==> config.mk <==
export PLATFORM = sky130hd
export DESIGN_NAME = xif_offload_ctrl
export DESIGN_NICKNAME = d
export VERILOG_FILES = /design/src/rtl/coproc_pkg.sv /design/src/rtl/xif_id_gen.sv /design/src/rtl/xif_offload_ctrl.sv
export SDC_FILE = /design/constraint.sdc
export NUM_CORES = 1
export LEC_CHECK = 0
export BUFFER_PORTS_ARGS = -buffer_cell sky130_fd_sc_hd__clkbuf_2
export CAP_MARGIN = 20
export CORE_AREA = 2 2 142 117
export DETAILED_ROUTE_END_ITERATION = 10
export DIE_AREA = 0 0 144 119
export PLACE_DENSITY = 0.76
export SYNTH_ARGS = -nofsm -noshare
export SYNTH_HDL_FRONTEND = slang
export SYNTH_SLANG_ARGS = --single-unit
==> constraint.sdc <==
create_clock -name clk_i -period 1.45 [get_ports clk_i]
set_input_delay 0.0725 -clock clk_i [delete_from_list [all_inputs] [get_ports clk_i]]
set_output_delay 0.0725 -clock clk_i [all_outputs]
set_load 0.05 [all_outputs]
==> src/rtl/coproc_pkg.sv <==
// -----------------------------------------------------------------------------
// coproc_pkg
// Shared definitions for the core-side eXtension-interface offload path.
//   xif_state_e      : offload controller FSM states
//   coproc_opcode_e  : major opcodes handled by the coprocessor
//   EXCCODE_TIMEOUT  : exception code reported when a result never arrives
//                      (only produced when XIF_RESULT_TIMEOUT_EN is defined)
// -----------------------------------------------------------------------------
package coproc_pkg;

    typedef enum logic [1:0] {
        ST_IDLE     = 2'd0,
        ST_ISSUE    = 2'd1,
        ST_COMMIT   = 2'd2,
        ST_WAIT_RES = 2'd3
    } xif_state_e;

    typedef enum logic [6:0] {
        OPC_RMLD = 7'h08,
        OPC_RMST = 7'h09,
        OPC_TEST = 7'h0A
    } coproc_opcode_e;

    localparam logic [5:0] EXCCODE_TIMEOUT = 6'h3F;

endpackage

==> src/rtl/xif_id_gen.sv <==
// -----------------------------------------------------------------------------
// xif_id_gen
// Wrapping transaction-ID generator for the offload path. The ID advances by
// one on every issue handshake and wraps modulo 2^WIDTH.
// Ports:
//   clk_i  : clock
//   rst_ni : asynchronous active-low reset, clears the ID to 0
//   inc_i  : advance the ID this cycle
//   id_o   : current ID
// -----------------------------------------------------------------------------
module xif_id_gen #(
    parameter int unsigned WIDTH = 4
) (
    input  logic             clk_i,
    input  logic             rst_ni,
    input  logic             inc_i,
    output logic [WIDTH-1:0] id_o
);

    always_ff @(posedge clk_i or negedge rst_ni) begin
        if (!rst_ni) begin
            id_o <= '0;
        end else if (inc_i) begin
            id_o <= id_o + WIDTH'(1);
        end
    end

endmodule

==> src/rtl/xif_offload_ctrl.sv <==
// -----------------------------------------------------------------------------
// xif_offload_ctrl
// Core-side initiator of the eXtension interface. Takes one instruction the
// core cannot execute, drives it over the issue, commit and result channels,
// and hands the writeback (or illegal/exception indication) back to the core.
// Only one offload is in flight; the core stalls on core_ready_o meanwhile.
//
// Handshakes: a transfer happens on a rising clock edge where both valid and
// ready are high. Once a valid is raised its payload is held stable and the
// valid is never withdrawn until that transfer happens.
//
// Optional feature: define XIF_RESULT_TIMEOUT_EN to abandon an offload whose
// result has not arrived after TIMEOUT_CYCLES cycles in WAIT_RES.
//
// Ports:
//   clk_i, rst_ni              : clock, asynchronous active-low reset
//   core_*                     : request from the core (valid/ready), flush
//   core_illegal_o             : pulse, coprocessor rejected the instruction
//   wb_*                       : writeback pulse with rd/data/exception
//   issue_*                    : issue channel to the coprocessor
//   commit_*                   : commit channel to the coprocessor
//   result_*                   : result channel from the coprocessor
//   protocol_err_o             : sticky, mismatched result ID or timeout
//   dbg_state_o                : current FSM state
// -----------------------------------------------------------------------------
module xif_offload_ctrl
    import coproc_pkg::*;
#(
    parameter int unsigned X_ID_WIDTH     = 4,
    parameter int unsigned X_NUM_RS       = 2,
    parameter int unsigned XLEN           = 32,
    parameter int unsigned TIMEOUT_CYCLES = 255
) (
    input  logic                               clk_i,
    input  logic                               rst_ni,
    // core side
    input  logic                               core_valid_i,
    output logic                               core_ready_o,
    input  logic [31:0]                        core_instr_i,
    input  logic [X_NUM_RS-1:0][XLEN-1:0]      core_rs_i,
    input  logic [X_NUM_RS-1:0]                core_rs_valid_i,
    input  logic                               core_flush_i,
    output logic                               core_illegal_o,
    output logic                               wb_valid_o,
    output logic [4:0]                         wb_rd_o,
    output logic [XLEN-1:0]                    wb_data_o,
    output logic                               wb_exc_o,
    output logic [5:0]                         wb_exccode_o,
    // issue channel
    output logic                               issue_valid_o,
    input  logic                               issue_ready_i,
    output logic [31:0]                        issue_req_instr_o,
    output logic [1:0]                         issue_req_mode_o,
    output logic [X_ID_WIDTH-1:0]              issue_req_id_o,
    output logic [X_NUM_RS-1:0][XLEN-1:0]      issue_req_rs_o,
    output logic [X_NUM_RS-1:0]                issue_req_rs_valid_o,
    input  logic                               issue_resp_accept_i,
    input  logic                               issue_resp_writeback_i,
    // commit channel
    output logic                               commit_valid_o,
    output logic [X_ID_WIDTH-1:0]              commit_id_o,
    output logic                               commit_kill_o,
    // result channel
    input  logic                               result_valid_i,
    output logic                               result_ready_o,
    input  logic [X_ID_WIDTH-1:0]              result_id_i,
    input  logic [XLEN-1:0]                    result_data_i,
    input  logic [4:0]                         result_rd_i,
    input  logic                               result_we_i,
    input  logic                               result_exc_i,
    input  logic [5:0]                         result_exccode_i,
    // status
    output logic                               protocol_err_o,
    output xif_state_e                         dbg_state_o
);

    xif_state_e              state_q;
    logic                    accept_q;
    logic                    writeback_q;
    logic                    flush_seen_q;
    logic [X_ID_WIDTH-1:0]   next_id;
    logic                    id_inc;
    logic                    id_match;
    logic                    flush_now;
    logic                    timeout;

    // The generator's value is the ID of the next instruction; it is sampled
    // at acceptance and advances on the issue handshake.
    assign id_inc = (state_q == ST_ISSUE) && issue_ready_i;

    xif_id_gen #(
        .WIDTH (X_ID_WIDTH)
    ) u_id_gen (
        .clk_i  (clk_i),
        .rst_ni (rst_ni),
        .inc_i  (id_inc),
        .id_o   (next_id)
    );

    // Gate with rst_ni so the core sees "not ready" for the whole reset.
    assign core_ready_o     = rst_ni && (state_q == ST_IDLE);
    assign result_ready_o   = (state_q == ST_WAIT_RES);
    assign issue_req_mode_o = 2'b11;
    assign dbg_state_o      = state_q;

    // issue_req_id_o holds the in-flight ID for the whole offload.
    assign id_match = (result_id_i == issue_req_id_o);

    // A flush seen in the same cycle as the issue handshake must still kill.
    assign flush_now = flush_seen_q || core_flush_i;

`ifdef XIF_RESULT_TIMEOUT_EN
    localparam int unsigned TO_W = $clog2(TIMEOUT_CYCLES + 1);

    logic [TO_W-1:0] to_cnt_q;

    assign timeout = (state_q == ST_WAIT_RES) &&
                     (to_cnt_q == TO_W'(TIMEOUT_CYCLES - 1));

    always_ff @(posedge clk_i or negedge rst_ni) begin
        if (!rst_ni) begin
            to_cnt_q <= '0;
        end else if (state_q == ST_WAIT_RES) begin
            to_cnt_q <= to_cnt_q + TO_W'(1);
        end else begin
            to_cnt_q <= '0;
        end
    end
`else
    logic [31:0] unused_timeout_cycles;

    assign timeout               = 1'b0;
    assign unused_timeout_cycles = 32'(TIMEOUT_CYCLES);
`endif

    always_ff @(posedge clk_i or negedge rst_ni) begin
        if (!rst_ni) begin
            state_q              <= ST_IDLE;
            accept_q             <= 1'b0;
            writeback_q          <= 1'b0;
            flush_seen_q         <= 1'b0;
            core_illegal_o       <= 1'b0;
            wb_valid_o           <= 1'b0;
            wb_rd_o              <= '0;
            wb_data_o            <= '0;
            wb_exc_o             <= 1'b0;
            wb_exccode_o         <= '0;
            issue_valid_o        <= 1'b0;
            issue_req_instr_o    <= '0;
            issue_req_id_o       <= '0;
            issue_req_rs_o       <= '0;
            issue_req_rs_valid_o <= '0;
            commit_valid_o       <= 1'b0;
            commit_id_o          <= '0;
            commit_kill_o        <= 1'b0;
            protocol_err_o       <= 1'b0;
        end else begin
            // single-cycle pulses
            core_illegal_o <= 1'b0;
            wb_valid_o     <= 1'b0;
            commit_valid_o <= 1'b0;
            commit_kill_o  <= 1'b0;

            case (state_q)
                ST_IDLE: begin
                    if (core_valid_i) begin
                        issue_valid_o        <= 1'b1;
                        issue_req_instr_o    <= core_instr_i;
                        issue_req_rs_o       <= core_rs_i;
                        issue_req_rs_valid_o <= core_rs_valid_i;
                        issue_req_id_o       <= next_id;
                        state_q              <= ST_ISSUE;
                    end
                end

                ST_ISSUE: begin
                    if (core_flush_i) begin
                        flush_seen_q <= 1'b1;
                    end
                    if (issue_ready_i) begin
                        issue_valid_o  <= 1'b0;
                        accept_q       <= issue_resp_accept_i;
                        writeback_q    <= issue_resp_writeback_i;
                        commit_valid_o <= 1'b1;
                        commit_id_o    <= issue_req_id_o;
                        commit_kill_o  <= !issue_resp_accept_i || flush_now;
                        core_illegal_o <= !issue_resp_accept_i && !flush_now;
                        state_q        <= ST_COMMIT;
                    end
                end

                ST_COMMIT: begin
                    if (accept_q) begin
                        if (core_flush_i) begin
                            flush_seen_q <= 1'b1;
                        end
                        state_q <= ST_WAIT_RES;
                    end else begin
                        // rejected: no result will come back
                        flush_seen_q <= 1'b0;
                        state_q      <= ST_IDLE;
                    end
                end

                ST_WAIT_RES: begin
                    if (result_valid_i && id_match) begin
                        // killed results are dropped unless they carry an exception
                        wb_valid_o   <= (writeback_q && result_we_i && !flush_seen_q) ||
                                        result_exc_i;
                        wb_exc_o     <= result_exc_i;
                        wb_rd_o      <= result_rd_i;
                        wb_data_o    <= result_data_i;
                        wb_exccode_o <= result_exccode_i;
                        flush_seen_q <= 1'b0;
                        state_q      <= ST_IDLE;
                    end else if (timeout) begin
                        wb_valid_o     <= 1'b1;
                        wb_exc_o       <= 1'b1;
                        wb_rd_o        <= '0;
                        wb_data_o      <= '0;
                        wb_exccode_o   <= EXCCODE_TIMEOUT;
                        protocol_err_o <= 1'b1;
                        flush_seen_q   <= 1'b0;
                        state_q        <= ST_IDLE;
                    end else if (result_valid_i) begin
                        // stray beat for another ID: consume it and keep waiting
                        protocol_err_o <= 1'b1;
                    end
                end

                default: begin
                    state_q <= ST_IDLE;
                end
            endcase
        end
    end

endmodule

==> results_dict.tcl, run 1 <==
set metrics [dict create \
    critical_path.most_common_cell "buf_6" \
    grt_remaining_overflow 0 \
    power.static_leakage_nw 5.88 \
    timing.fmax_mhz 608 \
    detail_route.wirelength.met1_um 8500 \
    clockBufferDepth 2 \
    die_height_um 119 \
    synth_edf_count 0 \
    dr.pass1.iters 4 \
    outcome "finished, violations left" \
    critical-path-slowest-cell "dfrtp_2" \
    insertion_delay_ns 0.42 \
    finalNetCount 1059 \
    via_count_of_the_first_global_routing_pass 5883 \
    finalWorstPathRequiredPeriod_ns 1.64 \
    route.detailed.drc 0 \
    grt_max_degree 101 \
    synth.yosys.seq_area_share 0.637 \
    final-setup-viol-count 148 \
    crit_buf_inv 4 \
    initial_utilization 0.407 \
    swShare 0.466 \
    clock_sinks 165 \
    violated_checks "setup timing" \
    die_w_um 144 \
    final-hold-violation-count 0 \
    worstPathCellList "buf_6 > nor3b_4 > buf_6 > clkbuf_16 > buf_16 > mux2_2" \
    postRouteWirelength_um 22200 \
    core_area_mm2 0.0159 \
    timing_worst_slew_pin_value_ns 0.815 \
    power.share.clock 0.167 \
    fin_worst_hold_slack_ns 0.0871 \
    synth_cells 390 \
    ir_drop_mv 1.78 \
    placement_row_count 42 \
    crit_required_ns 1.75 \
    dieArea_mm2 0.0171 \
    clock_tree.htree_level_count 4 \
    min_period_over_period 1.13 \
    buffer_ports.inserted 314 \
    post-route-cell-area_mm2 0.0115 \
    fin_tns_setup_ns -23.50 \
    worstSetupPathType "register to register" \
    synth.avg_cell_area_um2 16.6 \
    layout-area-overhead-vs-synth_pct 77.3 \
    vias 5461 \
    power.combinational.fraction 0.552 \
    final_cell_count_no_fill 1137 \
    pwr-share-seq 0.281 \
    critPathArrivalTime_ns 1.95 \
    place_hpwl_um 11700 \
    setup_slack_ns -0.194 \
    post_drt_wl_per_cell_um 19.6 \
    placed_cell_count 929 \
    final_layout_size_suffix_gt1_frac 0.616 \
    worstPathMaxFanout 5 \
    power-per-cell-area_mw_per_mm2 2500 \
    hold_path_class "primary input to register" \
    internal-power_w 0.0153 \
    first_iter_violations 184 \
    post_placement_cell_area_mm2 0.00875 \
    switching_power_w 0.0134 \
    cts_inserted_buffers 17 \
    grt_first_pass_wirelength_um 31600 \
    synth_area_mm2 0.00649 \
    crit_path_end_kind "register" \
    max_stage_delay_ns 0.41 \
    slew_headroom 0.456 \
    timing.final.max_slew_violations 0 \
    fin_worst_skew_ns 0.00895 \
    number_of_antenna_violations_at_the_first_check_in_global_routing 1 \
    drv_cap 0 \
    worst_path_dominant_cell_family "buffers and inverters" \
    route.detailed.vias_per_inst 4.80 \
    synth-async-reset-ratio 1.00 \
    antenna_left 0 \
    post_synth_num_cell_types 33 \
    ys_seq_elements 165 \
    ioPinCount 317 \
    synth_flop_cell "dfrtp_1" \
    top_signal_layer_used "met4" \
    start_kind "register" \
    grt_util_all_layers 0.241 \
    rsz_0062_raised_after_global_routing "yes" \
    cts_tree "built" \
    synthesis.yosys.warnings 0 \
    clkSlewWorstSetupHoldPaths_ns 0.07 \
    clock_tree.root_cell "clkbuf_16" \
    met3_length_um 1380 \
    weighted_congestion_reported_at_the_end_of_routability_driven_placement 0.796 \
    met2_wirelength_um 11400 \
]
layer usage:
metal / global-route usage / vias to the layer above
li1: - / 2382
met4: 0.106 / 0
met5: 0 / -
met2: 0.419 / 279
met1: 0.272 / 2718
met3: 0.0712 / 82
cell type report:
type                            count  area, um2
Antenna cell                        1       2.50
Tap cell                          220        275
Multi-Input combinational cell    202       2590
Timing Repair Buffer              514       3840
Clock inverter                     12        164
Fill cell                         969       4430
Sequential cell                   165       4140
Inverter                            3       23.8
Clock buffer                       20        467
placed cells by master (no fill, tap or decap), types with 9 or more instances in the layout:
cell type / instances
clkbuf_2: 309
dfrtp_1: 159
mux2_2: 9
buf_6: 13
buf_4: 18
mux2_4: 137
nand2_1: 25
dlygate4sd3_1: 149
clkbuf_16: 22
per-stage QoR:
| step | util | setup WS [ns] | power (W) |
|---|---|---|---|
| floorplan | - | -0.280 | 0.0186 |
| global placement | 0.550 | -0.149 | 0.0216 |
| detailed placement | 0.550 | -0.173 | 0.0218 |
| CTS | 0.704 | -0.198 | 0.0278 |
| global route | 0.722 | -0.252 | 0.0298 |
| finish | 0.722 | -0.194 | 0.0287 |
worst paths after layout:
kind | from | to | slack, ns | cells after the start
setup / recovery | dbg_state_o[0] | issue_req_instr_o[25] | -0.19 | 6
hold / removal | issue_ready_i | dbg_state_o[0] | 0.09 | 4
setup reg to reg | dbg_state_o[0] | issue_req_instr_o[25] | -0.19 | 6
hold reg to reg | writeback_q | writeback_q | 0.48 | 2
max in group asynchronous | rst_ni | issue_req_id_o[3] | 0.37 | 3
min in group asynchronous | rst_ni | wb_data_o[5] | 0.33 | 3
power by group through the flow:
stage	clock, W	combinational (W)	sequential, W
after floorplan	0	0.00415	0.0144
after global placement	0	0.0138	0.00779
after detailed placement	0	0.0140	0.00790
after CTS	0.00484	0.0150	0.00790
after global routing	0.00507	0.0164	0.00829
final	0.00478	0.0158	0.00808
repair_timing:
item                       4_1_cts  5_1_grt
setup endpoints to repair      143      158
cloned                           4        6
buffers inserted                14        4
pin swaps                        4        3
hold buffers                   149        0
hold endpoints to repair       315        0
resized for setup               32       38
synthesized netlist by cell type, types with 2 or more instances:
| library cell | instances | area, um2 |
|---|---|---|
| buf_12 | 4 | 80.1 |
| inv_1 | 2 | 7.51 |
| xnor2_1 | 7 | 61.3 |
| buf_4 | 4 | 30.0 |
| nand2_1 | 25 | 93.8 |
| o21ai_0 | 2 | 10.0 |
| clkbuf_1 | 2 | 7.51 |
| buf_2 | 4 | 20.0 |
| mux2i_1 | 2 | 20.0 |
| dfrtp_1 | 165 | 4130 |
| mux2_2 | 107 | 1200 |
| buf_6 | 7 | 78.8 |
| mux2_4 | 39 | 586 |
logic make-up after synthesis:
group	Yosys count	share of synthesized area
flops	165	0.637
mux	148	0.279
simple gates	36	0.0285
buf+inv	24	0.0351
compound gates	8	0.00868
xor+xnor	7	0.00945
fa+ha+maj	1	0.00193
other cells	1	0.000578
worst register-to-register path, stage by stage, from the launching register on:
cell and delay [ns]:
dfrtp_2 0.41, buf_6 0.12, nor3b_4 0.20, buf_6 0.16, clkbuf_16 0.18, buf_16 0.13, mux2_2 0.34
sequential cells by signal, indices dropped and copies added (netlist names), 2 cells and up:
register / cells
issue_req_instr_o: 32
issue_req_id_o: 4
issue_req_rs_o: 64
wb_rd_o: 5
wb_data_o: 32
u_id_gen.id_o: 4
commit_id_o: 4
issue_req_rs_valid_o: 2
dbg_state_o: 2
wb_exccode_o: 6
Note: power is estimated with default switching activity, not from simulation.
==> run 2, diff against run 1 <==
--- a/config.mk
+++ b/config.mk
@@ -7,10 +7,11 @@
 export LEC_CHECK = 0
 export BUFFER_PORTS_ARGS = -buffer_cell sky130_fd_sc_hd__clkbuf_2
 export CAP_MARGIN = 20
-export CORE_AREA = 2 2 142 117
+export CORE_AREA = 2 2 141 115
+export CTS_BUF_LIST = sky130_fd_sc_hd__clkbuf_4
 export DETAILED_ROUTE_END_ITERATION = 10
-export DIE_AREA = 0 0 144 119
-export PLACE_DENSITY = 0.76
+export DIE_AREA = 0 0 143 117
+export PLACE_DENSITY = 0.78
 export SYNTH_ARGS = -nofsm -noshare
 export SYNTH_HDL_FRONTEND = slang
 export SYNTH_SLANG_ARGS = --single-unit
==> run 2 against run 1 <==
- the flow still finishes with violations (setup timing)
- global-route usage increased by 0.30 points
- clock power decreased by 38%
- sequential power about the same
- final cell count increased by 1.4%
- first-iteration DRC count increased by 33%
- count of clock-buffer cells in the layout decreased by 2
- design area increased by 1.2%
- clock skew increased by 0.016 ns
- total power decreased by 3.9%
- wire length increased by 1.1%
- critical path type unchanged
- critical endpoint is now wb_data_o[14]
- largest cell class is now buffers
- largest power group unchanged
==> results_dict.tcl, run 2 (same netlist as run 1, synthesis figures left out) <==
set metrics [dict create \
    outcome "finished, violations left" \
    violated_checks "setup timing" \
    post-route-cell-area_mm2 0.0116 \
    crit_path_end_kind "register" \
    critPathCapture "wb_data_o[14]" \
    final-setup-viol-count 156 \
    final-hold-violation-count 0 \
    hold_path_class "primary input to async pin" \
    postRouteWirelength_um 22500 \
    critPathArrivalTime_ns 2.20 \
    clock_tree.htree_level_count 4 \
    r2r_cells 9 \
    placed_cell_count 930 \
    layout.cells.most_common_list "clkbuf_2 (305), dfrtp_1 (159), dlygate4sd3_1 (150), mux2_4 (143), buf_6 (23)" \
    grt_remaining_overflow 0 \
    finalCoreUtilization 0.754 \
    layout-area-overhead-vs-synth_pct 79.5 \
    timing_worst_slew_pin_value_ns 0.537 \
    critical-path-slowest-cell "dfrtp_2" \
    dr.pass1.iters 4 \
    vias 5490 \
    buffer_ports.inserted 314 \
    placement_row_count 41 \
    timing.final.max_slew_violations 0 \
    number_of_antenna_violations_at_the_first_check_in_global_routing 2 \
    cts_tree "built" \
    final_cell_count_no_fill 1153 \
    fin_worst_skew_ns 0.0252 \
    placement.setup.worst_slack_ns -0.187 \
    worstPathMaxFanout 7 \
    antenna_left 0 \
    fillCellCount 844 \
    r2r-end "wb_data_o[14]" \
    insertion_delay_ns 0.56 \
    clkSlewWorstSetupHoldPaths_ns 0.16 \
    grt_util_all_layers 0.244 \
    worstSetupPathType "register to register" \
    worst_setup_path_startpoint "dbg_state_o[0]" \
    worstPathCellList "buf_6 > buf_4 > buf_6 > nand3_4 > nor2_8 > buf_12 > buf_12 > buf_12 > mux2_4" \
    max_stage_delay_ns 0.43 \
    timing.fmax_mhz 567 \
    route.detailed.drc 0 \
    dieArea_mm2 0.0167 \
    grt_first_pass_wirelength_um 30800 \
    via_count_of_the_first_global_routing_pass 5718 \
    start_kind "register" \
    top_register_by_number_of_flip_flops "issue_req_rs_o" \
    core_area_mm2 0.0154 \
    ioPinCount 317 \
    r2r_slack_ns -0.31 \
    power.static_leakage_nw 5.94 \
    ir_drop_mv 2.19 \
    place_hpwl_um 11800 \
    first_iter_violations 244 \
    slew_headroom 0.642 \
    clock_tree.root_cell "clkbuf_4" \
    clock_sinks 165 \
    largest_registers "issue_req_rs_o (64), issue_req_instr_o (32), wb_data_o (32)" \
    critical_path.most_common_cell "buf_12" \
    die_height_um 117 \
    largest_register_ffs 64 \
    post_placement_cell_area_mm2 0.00880 \
    finalWorstPathRequiredPeriod_ns 1.76 \
    fin_tns_setup_ns -30.54 \
    die_w_um 143 \
    grt_max_degree 98 \
    finalNetCount 1079 \
    drv_cap 0 \
    clockBufferDepth 2 \
    rsz_0062_raised_after_global_routing "yes" \
    power-per-cell-area_mw_per_mm2 2370 \
    layout_commonest_cell "clkbuf_2" \
    initial_utilization 0.420 \
    min_period_over_period 1.22 \
    cts_inserted_buffers 17 \
    post_drt_wl_per_cell_um 19.5 \
    final_layout_size_suffix_gt1_frac 0.636 \
    crit_required_ns 1.89 \
    route.detailed.vias_per_inst 4.76 \
    worst_r2r_startpoint "dbg_state_o[0]" \
    weighted_congestion_reported_at_the_end_of_routability_driven_placement 0.800 \
    setup_slack_ns -0.314 \
]
## run 2: cell count changes in the layout (fill, tap and decap cells not counted), moves of 10 or more
cell	previous run	this run
clkbuf_4	1	18
buf_6	13	23
nand2_1	25	13
nand2_2	0	11
clkbuf_16	22	10
## run 2: area by class of cell
| cell class | count | area [um2] | share of cell area |
|---|---|---|---|
| Timing Repair Buffer | 534 | 4220 | 0.363 |
| Sequential cell | 165 | 4140 | 0.355 |
| Multi-Input combinational cell | 202 | 2670 | 0.230 |
| Tap cell | 215 | 269 | 0.0231 |
| Clock inverter | 14 | 175 | 0.0150 |
| Clock buffer | 18 | 135 | 0.0116 |
| Inverter | 3 | 23.8 | 0.00204 |
| Antenna cell | 2 | 5.00 | 0.000430 |
## run 2: repair_timing
| item | in CTS | in global routing |
|---|---|---|
| cloned | 5 | 9 |
| endpoints found under the hold margin | 316 | 0 |
| setup endpoints to repair | 139 | 171 |
| pin swaps | 8 | 10 |
| hold buffers | 150 | 0 |
| resized for setup | 77 | 58 |
| buffers inserted | 21 | 10 |
## run 2: through the flow
step | hold WS [ns] | power, W
5_1_grt | 0.0686 | 0.0286
3_5_place_dp | 0.136 | 0.0219
4_1_cts | 0.0656 | 0.0264
3_3_place_gp | 0.122 | 0.0216
2_1_floorplan | -0.223 | 0.0186
6_report | 0.113 | 0.0276
## run 2: critical path: cells and delay by family, from the launching register on
family                 cells  cell delay [ns]
buffers and inverters      6             0.78
muxes                      1             0.30
DFF                        1             0.43
and+or+nand+nor            2             0.16
## run 2: worst min path at each step
stage / startpoint / to / cells after the start
final: rst_ni / core_illegal_o / 3
after global routing: rst_ni / wb_data_o[28] / 3
after CTS: rst_ni / wb_rd_o[1] / 3
after detailed placement: rst_ni / core_illegal_o / 2
after global placement: rst_ni / wb_data_o[12] / 2
after floorplan: rst_ni / accept_q / 0
## run 2: per-layer routing
metal,routed length [um],vias to the layer above,track usage
met2,11900,244,0.435
met1,8670,2768,0.283
met4,549,0,0.0924
li1,-,2433,-
met5,0,-,0
met3,1350,45,0.0671
## run 2: where the power goes
part           internal (W)  switching [W]  total, W
registers           0.00661        0.00144   0.00805
logic               0.00634         0.0103    0.0166
clock network       0.00124        0.00171   0.00295
==> run 3, diff against run 2 <==
==> constraint.sdc (replaced) <==
create_clock -name clk_i -period 1.45 [get_ports clk_i]
set_input_delay 0.29 -clock clk_i [delete_from_list [all_inputs] [get_ports clk_i]]
set_output_delay 0.29 -clock clk_i [all_outputs]
set_load 0.05 [all_outputs]
==> run 3 against run 2 <==
- the flow still finishes with violations (setup timing)
- total power grew 31%
- setup slack worse by 0.15 ns
- first-iteration DRC count grew 59%
- critical path depth decreased by 5
- register-to-register slack got worse by 0.12 ns
- via count up 22%
- largest power group unchanged
- highest routed layer unchanged
==> results_dict.tcl, run 3 (same netlist as run 1, synthesis figures left out) <==
set metrics [dict create \
    outcome "finished, violations left" \
    violated_checks "setup timing" \
    via_count_of_the_first_global_routing_pass 6937 \
    final_layout_size_suffix_gt1_frac 0.680 \
    placement_row_count 41 \
    crit_path_end_kind "output pin" \
    worstSetupPathType "register to output pin" \
    grt_max_degree 86 \
    core_area_mm2 0.0154 \
    layout-area-overhead-vs-synth_pct 120 \
    largest_register_ffs 64 \
    route.detailed.vias_per_inst 5.16 \
    buffer_ports.inserted 314 \
    layout.cells.most_common_list "buf_8 (166), dfrtp_1 (157), clkbuf_2 (153), buf_4 (152), dlygate4sd3_1 (148)" \
    dr.pass1.iters 5 \
    hold_path_class "primary input to register" \
    final_cell_count_no_fill 1295 \
    timing.fmax_mhz 522 \
    place_hpwl_um 12100 \
    final-setup-viol-count 324 \
    cts_tree "built" \
    die_height_um 117 \
    finalNetCount 1222 \
    clock_tree.root_cell "clkbuf_4" \
    initial_utilization 0.420 \
    worstPathMaxFanout 3 \
    power-per-cell-area_mw_per_mm2 2540 \
    finalCoreUtilization 0.925 \
    postRouteWirelength_um 33900 \
    clockBufferDepth 2 \
    top_register_by_number_of_flip_flops "issue_req_rs_o" \
    power.static_leakage_nw 7.15 \
    largest_registers "issue_req_rs_o (64), issue_req_instr_o (32), wb_data_o (32)" \
    clock_tree.htree_level_count 4 \
    rsz_0062_raised_after_global_routing "yes" \
    cts_inserted_buffers 17 \
    first_iter_violations 387 \
    finalWorstPathRequiredPeriod_ns 1.91 \
    grt_util_all_layers 0.343 \
    dieArea_mm2 0.0167 \
    number_of_antenna_violations_at_the_first_check_in_global_routing 2 \
    min_period_over_period 1.32 \
    clock_sinks 165 \
    antenna_left 0 \
    vias 6680 \
    fin_worst_skew_ns 0.0274 \
    insertion_delay_ns 0.61 \
    final-hold-violation-count 0 \
    ir_drop_mv 2.02 \
    route.detailed.drc 0 \
    layout_commonest_cell "buf_8" \
    drv_cap 0 \
    ioPinCount 317 \
    grt_first_pass_wirelength_um 41500 \
    crit_required_ns 1.16 \
    start_kind "register" \
    die_w_um 143 \
    weighted_congestion_reported_at_the_end_of_routability_driven_placement 0.842 \
    timing.final.max_slew_violations 0 \
    clkSlewWorstSetupHoldPaths_ns 0.16 \
    grt_remaining_overflow 0 \
    setup_slack_ns -0.465 \
    post_drt_wl_per_cell_um 26.2 \
    placed_cell_count 931 \
    critPathArrivalTime_ns 1.62 \
]
## run 3: cell count changes in the layout (fill, tap and decap cells not counted), sizes merged, moves of 2 or more
cell,previous run,this run
buf,69,368
clkbuf,333,178
clkinv,3,5
clkinvlp,4,2
dlygate4sd3,150,148
## run 3: final cells by class
class / instances / area (um2)
clock inverters: 14 / 198
diodes: 1 / 2.50
multi-input cells: 203 / 2690
clock buffers: 18 / 135
flip-flops and latches: 165 / 4140
inverters: 3 / 23.8
repair buffers: 676 / 6820
fillers: 481 / 1160
well taps: 215 / 269
## run 3: final timing paths
path	from	end	slack, ns	cells after the start
min reg2reg	u_id_gen.id_o[3]	u_id_gen.id_o[3]	0.50	1
min	result_valid_i	wb_valid_o	0.05	3
max reg2reg	issue_req_id_o[0]	wb_data_o[24]	-0.43	6
min in group asynchronous	rst_ni	issue_req_rs_o[26]	0.44	3
max	dbg_state_o[0]	core_ready_o	-0.46	4
max in group asynchronous	rst_ni	issue_req_instr_o[2]	0.61	3
## run 3: per-stage QoR
step | setup TNS [ns] | worst slack (ns) | instance area, um2 | total power [W] | hold slack (ns)
3_3_place_gp | -12.20 | -0.170 | 8790 | 0.0216 | 0.375
3_5_place_dp | -17.46 | -0.215 | 8790 | 0.0220 | 0.387
6_report | -49.19 | -0.465 | 14300 | 0.0362 | 0.0462
2_1_floorplan | -34.70 | -0.280 | 6890 | 0.0186 | -0.00559
5_1_grt | -63.23 | -0.529 | 14300 | 0.0371 | 0.0177
4_1_cts | -34.80 | -0.466 | 13300 | 0.0313 | 0.00198
## run 3: worst max-delay path: stages, from the launching register on
cell	delay, ns
dfrtp_2	0.44
buf_6	0.12
buf_6	0.11
nor3b_2	0.16
clkbuf_8	0.20
## run 3: repair_timing
action	4_1_cts	5_1_grt
hold endpoints to repair	313	1
hold buffers	147	1
setup endpoints to repair	295	311
pin swaps	4	7
gates resized for setup	422	196
cloned	9	1
buffers inserted	89	94
## run 3: per-layer routing
metal,GRT usage,up-vias,routed length [um]
met5,0,-,0
met4,0.197,0,2440
met3,0.0915,188,2670
met2,0.632,494,17600
met1,0.358,3299,11200
li1,-,2699,-
## run 3: power breakdown
group	switching, W	internal, W	total (W)
combinational	0.0118	0.0121	0.0239
sequential	0.00241	0.00660	0.00901
clock	0.00192	0.00141	0.00333
